File: src/rtl/fifo_unpack_pkg.sv
// Shared types and elaboration helpers for the FIFO read-side unpacker.
package fifo_unpack_pkg;

  typedef enum logic {
    ST_EMPTY = 1'b0,
    ST_HOLD  = 1'b1
  } state_t;

  // Legal when the input word splits into an integer number (>= 2) of beats.
  function automatic bit ratio_ok(input int in_w, input int out_w);
    if (out_w <= 0) return 1'b0;
    if ((in_w % out_w) != 0) return 1'b0;
    return (in_w / out_w) >= 2;
  endfunction

  // Width of the beat index counter, never narrower than one bit.
  function automatic int cnt_width(input int ratio);
    if (ratio <= 2) return 1;
    return $clog2(ratio);
  endfunction

  localparam int DEF_IN_WIDTH  = 32;
  localparam int DEF_OUT_WIDTH = 8;
  localparam int DEF_RATIO     = DEF_IN_WIDTH / DEF_OUT_WIDTH;
  localparam int CNT_W         = cnt_width(DEF_RATIO);

endpackage

File: src/rtl/fifo_unpack_shreg.sv
// Loadable shift register presenting one narrow beat of a wide word.
// Beat order is LSB first by default; defining FIFO_UNPACK_MSB_FIRST_EN
// makes it MSB first (left shift, beat taken from the top bits).
module fifo_unpack_shreg #(
  parameter int IN_WIDTH  = 32,
  parameter int OUT_WIDTH = 8
) (
  input  logic                 clk_i,
  input  logic                 rst_i,
  input  logic                 load_i,
  input  logic                 shift_i,
  input  logic [IN_WIDTH-1:0]  data_i,
  output logic [OUT_WIDTH-1:0] beat_o
);

  logic [IN_WIDTH-1:0] shreg_q;
  logic [IN_WIDTH-1:0] shreg_d;

  // Next word contents: load wins over shift, otherwise hold.
  always_comb begin
    shreg_d = shreg_q;
    if (load_i) begin
      shreg_d = data_i;
    end else if (shift_i) begin
`ifdef FIFO_UNPACK_MSB_FIRST_EN
      shreg_d = shreg_q << OUT_WIDTH;
`else
      shreg_d = shreg_q >> OUT_WIDTH;
`endif
    end
  end

  // Holding register; cleared on reset so the output beat reads zero.
  always_ff @(posedge clk_i or posedge rst_i) begin
    if (rst_i) begin
      shreg_q <= '0;
    end else begin
      shreg_q <= shreg_d;
    end
  end

`ifdef FIFO_UNPACK_MSB_FIRST_EN
  assign beat_o = shreg_q[IN_WIDTH-1 -: OUT_WIDTH];
`else
  assign beat_o = shreg_q[OUT_WIDTH-1:0];
`endif

endmodule

File: src/rtl/fifo_rd_unpacker.sv
// Read-side unpacker for a first-word-fall-through FIFO: pops one wide word
// and emits it as IN_WIDTH/OUT_WIDTH beats on a valid/ready stream.
// Optional build macro FIFO_UNPACK_MSB_FIRST_EN selects MSB-first beat order.
module fifo_rd_unpacker
  import fifo_unpack_pkg::*;
#(
  parameter int IN_WIDTH  = 32,
  parameter int OUT_WIDTH = 8
) (
  input  logic                                       rd_clk,
  input  logic                                       rd_rst,
  input  logic [IN_WIDTH-1:0]                        fifo_dout,
  input  logic                                       fifo_empty,
  output logic                                       fifo_rd_en,
  output logic [OUT_WIDTH-1:0]                       m_data,
  output logic                                       m_valid,
  input  logic                                       m_ready,
  output logic                                       m_last,
  output logic [cnt_width(IN_WIDTH/OUT_WIDTH)-1:0]   beat_idx
);

  localparam int RATIO = IN_WIDTH / OUT_WIDTH;
  localparam int CW    = cnt_width(RATIO);

  if (!ratio_ok(IN_WIDTH, OUT_WIDTH)) begin : g_bad_ratio
    $error("fifo_rd_unpacker: IN_WIDTH must be a multiple (>=2x) of OUT_WIDTH");
  end

  state_t        state_q, state_d;
  logic [CW-1:0] idx_q, idx_d;
  logic          load, shift;
  logic          xfer, at_last;

  assign m_valid  = (state_q == ST_HOLD);
  assign at_last  = (idx_q == CW'(RATIO - 1));
  assign m_last   = m_valid & at_last;
  assign xfer     = m_valid & m_ready;
  assign beat_idx = idx_q;

  // Pop only when data is present and the holding register is free or
  // being freed by the final beat this cycle (no bubble between words).
  assign fifo_rd_en = ~fifo_empty & ((state_q == ST_EMPTY) | (xfer & m_last));

  // Next-state and datapath controls for the EMPTY/HOLD machine.
  always_comb begin
    state_d = state_q;
    idx_d   = idx_q;
    load    = 1'b0;
    shift   = 1'b0;
    if (fifo_rd_en) begin
      state_d = ST_HOLD;
      idx_d   = '0;
      load    = 1'b1;
    end else if (xfer && at_last) begin
      state_d = ST_EMPTY;
      idx_d   = '0;
    end else if (xfer) begin
      idx_d   = idx_q + 1'b1;
      shift   = 1'b1;
    end
  end

  // State and beat counter; async reset discards any partially sent word.
  always_ff @(posedge rd_clk or posedge rd_rst) begin
    if (rd_rst) begin
      state_q <= ST_EMPTY;
      idx_q   <= '0;
    end else begin
      state_q <= state_d;
      idx_q   <= idx_d;
    end
  end

  fifo_unpack_shreg #(
    .IN_WIDTH  (IN_WIDTH),
    .OUT_WIDTH (OUT_WIDTH)
  ) u_shreg (
    .clk_i   (rd_clk),
    .rst_i   (rd_rst),
    .load_i  (load),
    .shift_i (shift),
    .data_i  (fifo_dout),
    .beat_o  (m_data)
  );

endmodule

File: config.mk
export PLATFORM = sky130hd
export DESIGN_NAME = fifo_rd_unpacker
export DESIGN_NICKNAME = d
export VERILOG_FILES = /design/src/rtl/fifo_unpack_pkg.sv /design/src/rtl/fifo_unpack_shreg.sv /design/src/rtl/fifo_rd_unpacker.sv
export SDC_FILE = /design/constraint.sdc
export NUM_CORES = 1
export LEC_CHECK = 0
export ABC_AREA = 1
export CORE_ASPECT_RATIO = 1.2
export CORE_MARGIN = 2
export CORE_UTILIZATION = 44
export DETAILED_ROUTE_END_ITERATION = 10
export PLACE_DENSITY = 0.81
export SETUP_SLACK_MARGIN = 0.15
export SYNTH_ARGS = -nofsm -noshare
export SYNTH_HDL_FRONTEND = slang
export SYNTH_SLANG_ARGS = --single-unit
File: constraint.sdc
create_clock -name rd_clk -period 1.4 [get_ports rd_clk]
set_input_delay 0.28 -clock rd_clk [delete_from_list [all_inputs] [get_ports rd_clk]]
set_output_delay 0.28 -clock rd_clk [all_outputs]
set_load 0.01 [all_outputs]
; ---- Yosys cells after proc, flatten, opt, wreduce, memory -nomap -nowiden
; Index checks and enable logic that the tools add are counted.
[op_classes]
n_addsub = 1
multipliers = 0
div_mod_pow = 0
order_cmp = 0
eq_ne = 1
n_shift = 0
n_mux = 11
n_bitwise = 7
n_reduce_logical = 4
[ops]
columns = operator, n
row1 = $mux W32, 2
row2 = $mux W1, 6
row3 = $mux W2, 3
row4 = $and A1 B1 Y1, 4
row5 = $reduce_bool A2 Y1, 2
row6 = $reduce_bool A3 Y1, 1
row7 = $add A2 B1 Y2 const B, 1
row8 = $eq A2 B2 Y1 const B, 1
row9 = $not A1 Y1, 2
row10 = $logic_and A1 B1 Y1, 1
row11 = $or A1 B1 Y1, 1
[word_totals]
ff_bits = 35
latch_bits = 0
ram_bits = 0
rom_bits = 0
inputBits = 36
elab_cells = 27
memories = 0

; ---- Longest topological paths before layout
; Gate-level depths: netlist of run 1.
[depth]
word_depth = 8
ltp_mapped = 8
mapped_depth_nobuf = 7

; ---- By module
; From an unflattened synthesis of run 1, not the netlist that was laid out.
[hier_totals]
hier_cells = 227
area_unflattened_um2 = 1767.9
[modules_own_cells]
columns = mod, n_inst, cells_per_inst, area_per_inst_um2
row1 = fifo_unpack_shreg, 1, 199, 1580.3
row2 = fifo_rd_unpacker, 1, 28, 187.7

; ---- Worst setup path before layout of run 1
; No wires, ideal clock.
[synth_timing]
path_kind = register to register
start = register idx_q[0], in the netlist beat_idx[0]
end = register u_shreg.shreg_q[10]
arrival_ns = 1.328
path_slack_ns = 0.007
path_stages_with_launch = 8
cell_sequence = dfrtp_1 ha_1 inv_1 clkbuf_1 nand4_1 nand2_1 nand2_1 nand2_1
[synth_via]
elab_chain_cells = 7
[synth_rtl]
columns = element, line
row1 = start: declaration, fifo_rd_unpacker.sv:30  ; logic [CW-1:0] idx_q, idx_d;
row2 = start signal: assignment, fifo_rd_unpacker.sv:70  ; idx_q <= idx_d;
row3 = $eq A2 B2 Y1 (*), fifo_rd_unpacker.sv:35  ; assign at_last = (idx_q == CW'(RATIO - 1));
row4 = $and A1 B1 Y1, fifo_rd_unpacker.sv:36  ; assign m_last = m_valid & at_last;
row5 = $and A1 B1 Y1, fifo_rd_unpacker.sv:42  ; assign fifo_rd_en = ~fifo_empty & ((state_q == ST_EMPTY) | (xfer & m_last));
row6 = $or A1 B1 Y1, fifo_rd_unpacker.sv:42
row7 = $and A1 B1 Y1, fifo_rd_unpacker.sv:42
row8 = $mux W1, fifo_rd_unpacker.sv:50  ; if (fifo_rd_en) begin
row9 = $mux W32 / $reduce_bool A2 Y1 (equally long branches), --
row10 = end signal: assignment, fifo_unpack_shreg.sv:38  ; shreg_q <= shreg_d;
row11 = end: declaration, fifo_unpack_shreg.sv:16  ; logic [IN_WIDTH-1:0] shreg_q;
; Mark *: on every way between the ends. The rest lies on a longest branch, timed or not.
; A chain may end at the register's enable or synchronous reset.

; ---- Worst setup path after layout of run 1
[layout_timing]
start = register idx_q[0], in the netlist beat_idx[0]
end = register u_shreg.shreg_q[30]
; The elaborated chain is that of the path after synthesis.

==> results.toml, run 1 <==
[synthesis]
yosysSeqAreaShare_pct = 44.2
synth_top_family_by_area = "simple AND/OR/NAND/NOR gates"
netlist_area_pre_place_mm2 = 0.00198
synth_top_area_share_pct = 44.2
synth-compound-area-share_pct = 0.631
post_syn_nets = 287
synth_simple_gate_area_share_pct = 43.8
synth.largest_area_cell = "dfrtp_1"
synth.lib_cells_used.distinct = 17
synth-seq-cells = 35
postSynthCellCount = 250
muxShareOfSynthArea_pct = 0.505
post_synth.cell_area_avg_um2 = 7.93
yosys-top-cells-area = "dfrtp_1, nand2_1, nand3b_1"
synth_xor_xnor_area_share_pct = 0
post_synth_fa_ha_maj_area_fraction_pct = 0.631
yosys_warnings = 0

[cts]
cts_sinks = 35
cts_buffers = 5
clk-insertion-delay-late_ns = 0.30
clock_h_tree_levels = 2
path_clk_slew_ns = 0.07
cts.path.max_buffers = 2
cts_tree = "yes"
hold_buffers = 0
root_buffer = "clkbuf_8"

[power]
power.density_cell_area_mw_per_mm2 = 1680
leakage_nw = 1.51
power.total_mw = 5.12
irDropWorstVdd_mv = 0.733

[layout]
final_core_utilization_pct = 71.0
antennaDiodeCount = 0
nNetsFinal = 345
most-common-layout-cells = "nand2_1, clkdlybuf4s50_1, dfrtp_1"
n_fill_cell = 310
area_delta_synth_final_pct = 53.8
layout.cells.most_common = "nand2_1"
final_cell_area_mm2 = 0.00305
multi_input_area_mm2 = 0.00111
sequential_cell_area_um2 = 877
drive_gt1_share_pct = 28.8

[timing]
finalSetupViolCount = 37
period_needed_ns = 1.52
maxSlewHeadroom_pct = 77.0
setup_repair_after_global_routing_missed_its_margin = "yes"
max_slew.worst_pin.slew_ns = 0.342
timing.final.max_slew_violations = 0
timing.clock.skew_ns = 0.00306
max_clock_freq_mhz = 658
fin_crit_sh_pct = 109
final.hold.worst_slack_ns = 0.333
final_hold_viol_count = 0
worst_slack_ns = -0.119

[drt]
post_drt_via_cell_ratio = 5.72
avgRoutedWirePerCell_um = 16.6
first_iter_violations = 146
post-route-drc-count = 0
postRouteWirelength_um = 6060
route.antenna.remaining_nets = 0
num_vias = 2087
firstDrtPassIters = 4

[die]
floorplan.die_area_mm2 = 0.00506
num_rows = 26
die_h_um = 77.5
dieWidth_um = 65.3
io-pin-count = 49
initial_utilization_pct = 46.2
placeableCoreArea_mm2 = 0.00429

[placed_design]
placement.cell_area_mm2 = 0.00251
buffer_ports.inserted = 48
dpl.hpwl_um = 2930
gpl.final_weighted_congestion = 0.793
dp_slack_ns = -0.441

[worst_setup_path]
critPathCaptureType = "flop"
startpoint_type = "flop"
crit_fanout = 8
critical_path_required_ns = 1.58
worst_path_arrival_ns = 1.70
setup.worst_path.class = "reg -> reg"

[outcome]
violations = "negative setup slack"
run_status = "finished with violations"

[global_route]
first_global_vias = 1957
global_route.usage.total_pct = 22.6
antenna_violations_before_repair = 0
grt-ovfl-total = 0
grt_first_pass_wirelength_um = 8880
grt_start_max_net_pins = 36

[run]
max_cap_viol_count = 0

[min_path]
timing.hold.worst.class = "in -> async"
final cells by class:
cell class	instances	area share, %
timing repair buffer	80	28.8
clock buffer	7	2.50
tap	56	2.30
clock inverter	1	0.164
sequential	35	28.8
multi-input combinational	181	36.5
inverter	5	1.03
per-stage QoR:
stage          cells  setup TNS, ns
2_1_floorplan    250              0
3_3_place_gp     339         -12.50
3_5_place_dp     339         -13.12
4_1_cts          353          -2.46
5_1_grt          365          -4.85
6_report         365          -3.32
where the power goes:
group	switching, mW	internal, mW	total [mW]
Combinational	1.37	1.35	2.72
Clock	0.379	0.349	0.729
Sequential	0.278	1.40	1.68
sequential cells by signal, indices dropped and copies added, names as in the netlist:
signal           count
beat_idx             2
m_valid              1
u_shreg.shreg_q     32
cell families (layout without fill, tap and decap cells):
kind of cell / Yosys count / after routing
and+or+nand+nor: 177 / 177
DFF: 35 / 35
buffers and inverters: 34 / 93
AOI/OAI and AO/OA: 2 / 2
adders and majority gates: 1 / 1
muxes: 1 / 1
cells in the mapped netlist:
cell type / number
nand2_2: 2
nand4_1: 24
o21ai_0: 1
clkbuf_1: 6
nand2_4: 1
buf_6: 3
inv_2: 2
buf_4: 11
ha_1: 1
nand2_1: 92
dfrtp_1: 35
o211ai_1: 1
buf_2: 9
nand3b_1: 24
inv_1: 3
mux2i_1: 1
nand3_1: 34
critical path: stages, from the launching register on:
cell     delay [ns]
dfrtp_1        0.42
ha_4           0.19
buf_6          0.11
buf_6          0.11
inv_6          0.06
nand3_4        0.15
buf_12         0.21
nand3_2        0.07
nand2_1        0.07
repair_timing:
action / 4_1_cts / 5_1_grt
cloned: 2 / 3
endpoints found under the setup margin: 47 / 46
buffers inserted: 4 / 9
resized for setup: 46 / 46
pin swaps: 6 / 40
final timing paths:
| kind | from | endpoint | slack (ns) | cells past startpoint |
|---|---|---|---|---|
| max | beat_idx[0] | u_shreg.shreg_q[30] | -0.12 | 8 |
| min | rd_rst | m_valid | 0.33 | 3 |
| max reg2reg | beat_idx[0] | u_shreg.shreg_q[30] | -0.12 | 8 |
| min reg2reg | u_shreg.shreg_q[3] | u_shreg.shreg_q[3] | 0.51 | 2 |
| max in group asynchronous | rd_rst | m_valid | 0.88 | 3 |
| min in group rd_clk | u_shreg.shreg_q[3] | u_shreg.shreg_q[3] | 0.51 | 2 |
layer usage:
layer / up-vias / global-route usage, % / share of wire [%]
met5: - / 0 / 0
met4: 0 / 11.5 / 3.2
met3: 19 / 5.07 / 6.2
met2: 92 / 37.7 / 53
met1: 1020 / 27.0 / 38
li1: 956 / - / -
Power figures use the tool's default switching activity.
==> run 2: changes to the inputs <==
- GPL_ROUTABILITY_DRIVEN: default -> 0
==> results of run 2 <==
The final DEF is identical to that of run 1; final timing and power are the same.
==> run 3: changes to the inputs <==
- ABC_CLOCK_PERIOD_IN_PS: default -> 1400
- GPL_ROUTABILITY_DRIVEN: 0 -> default
==> results of run 3 <==
The final DEF is identical to that of run 1; final timing and power are the same.
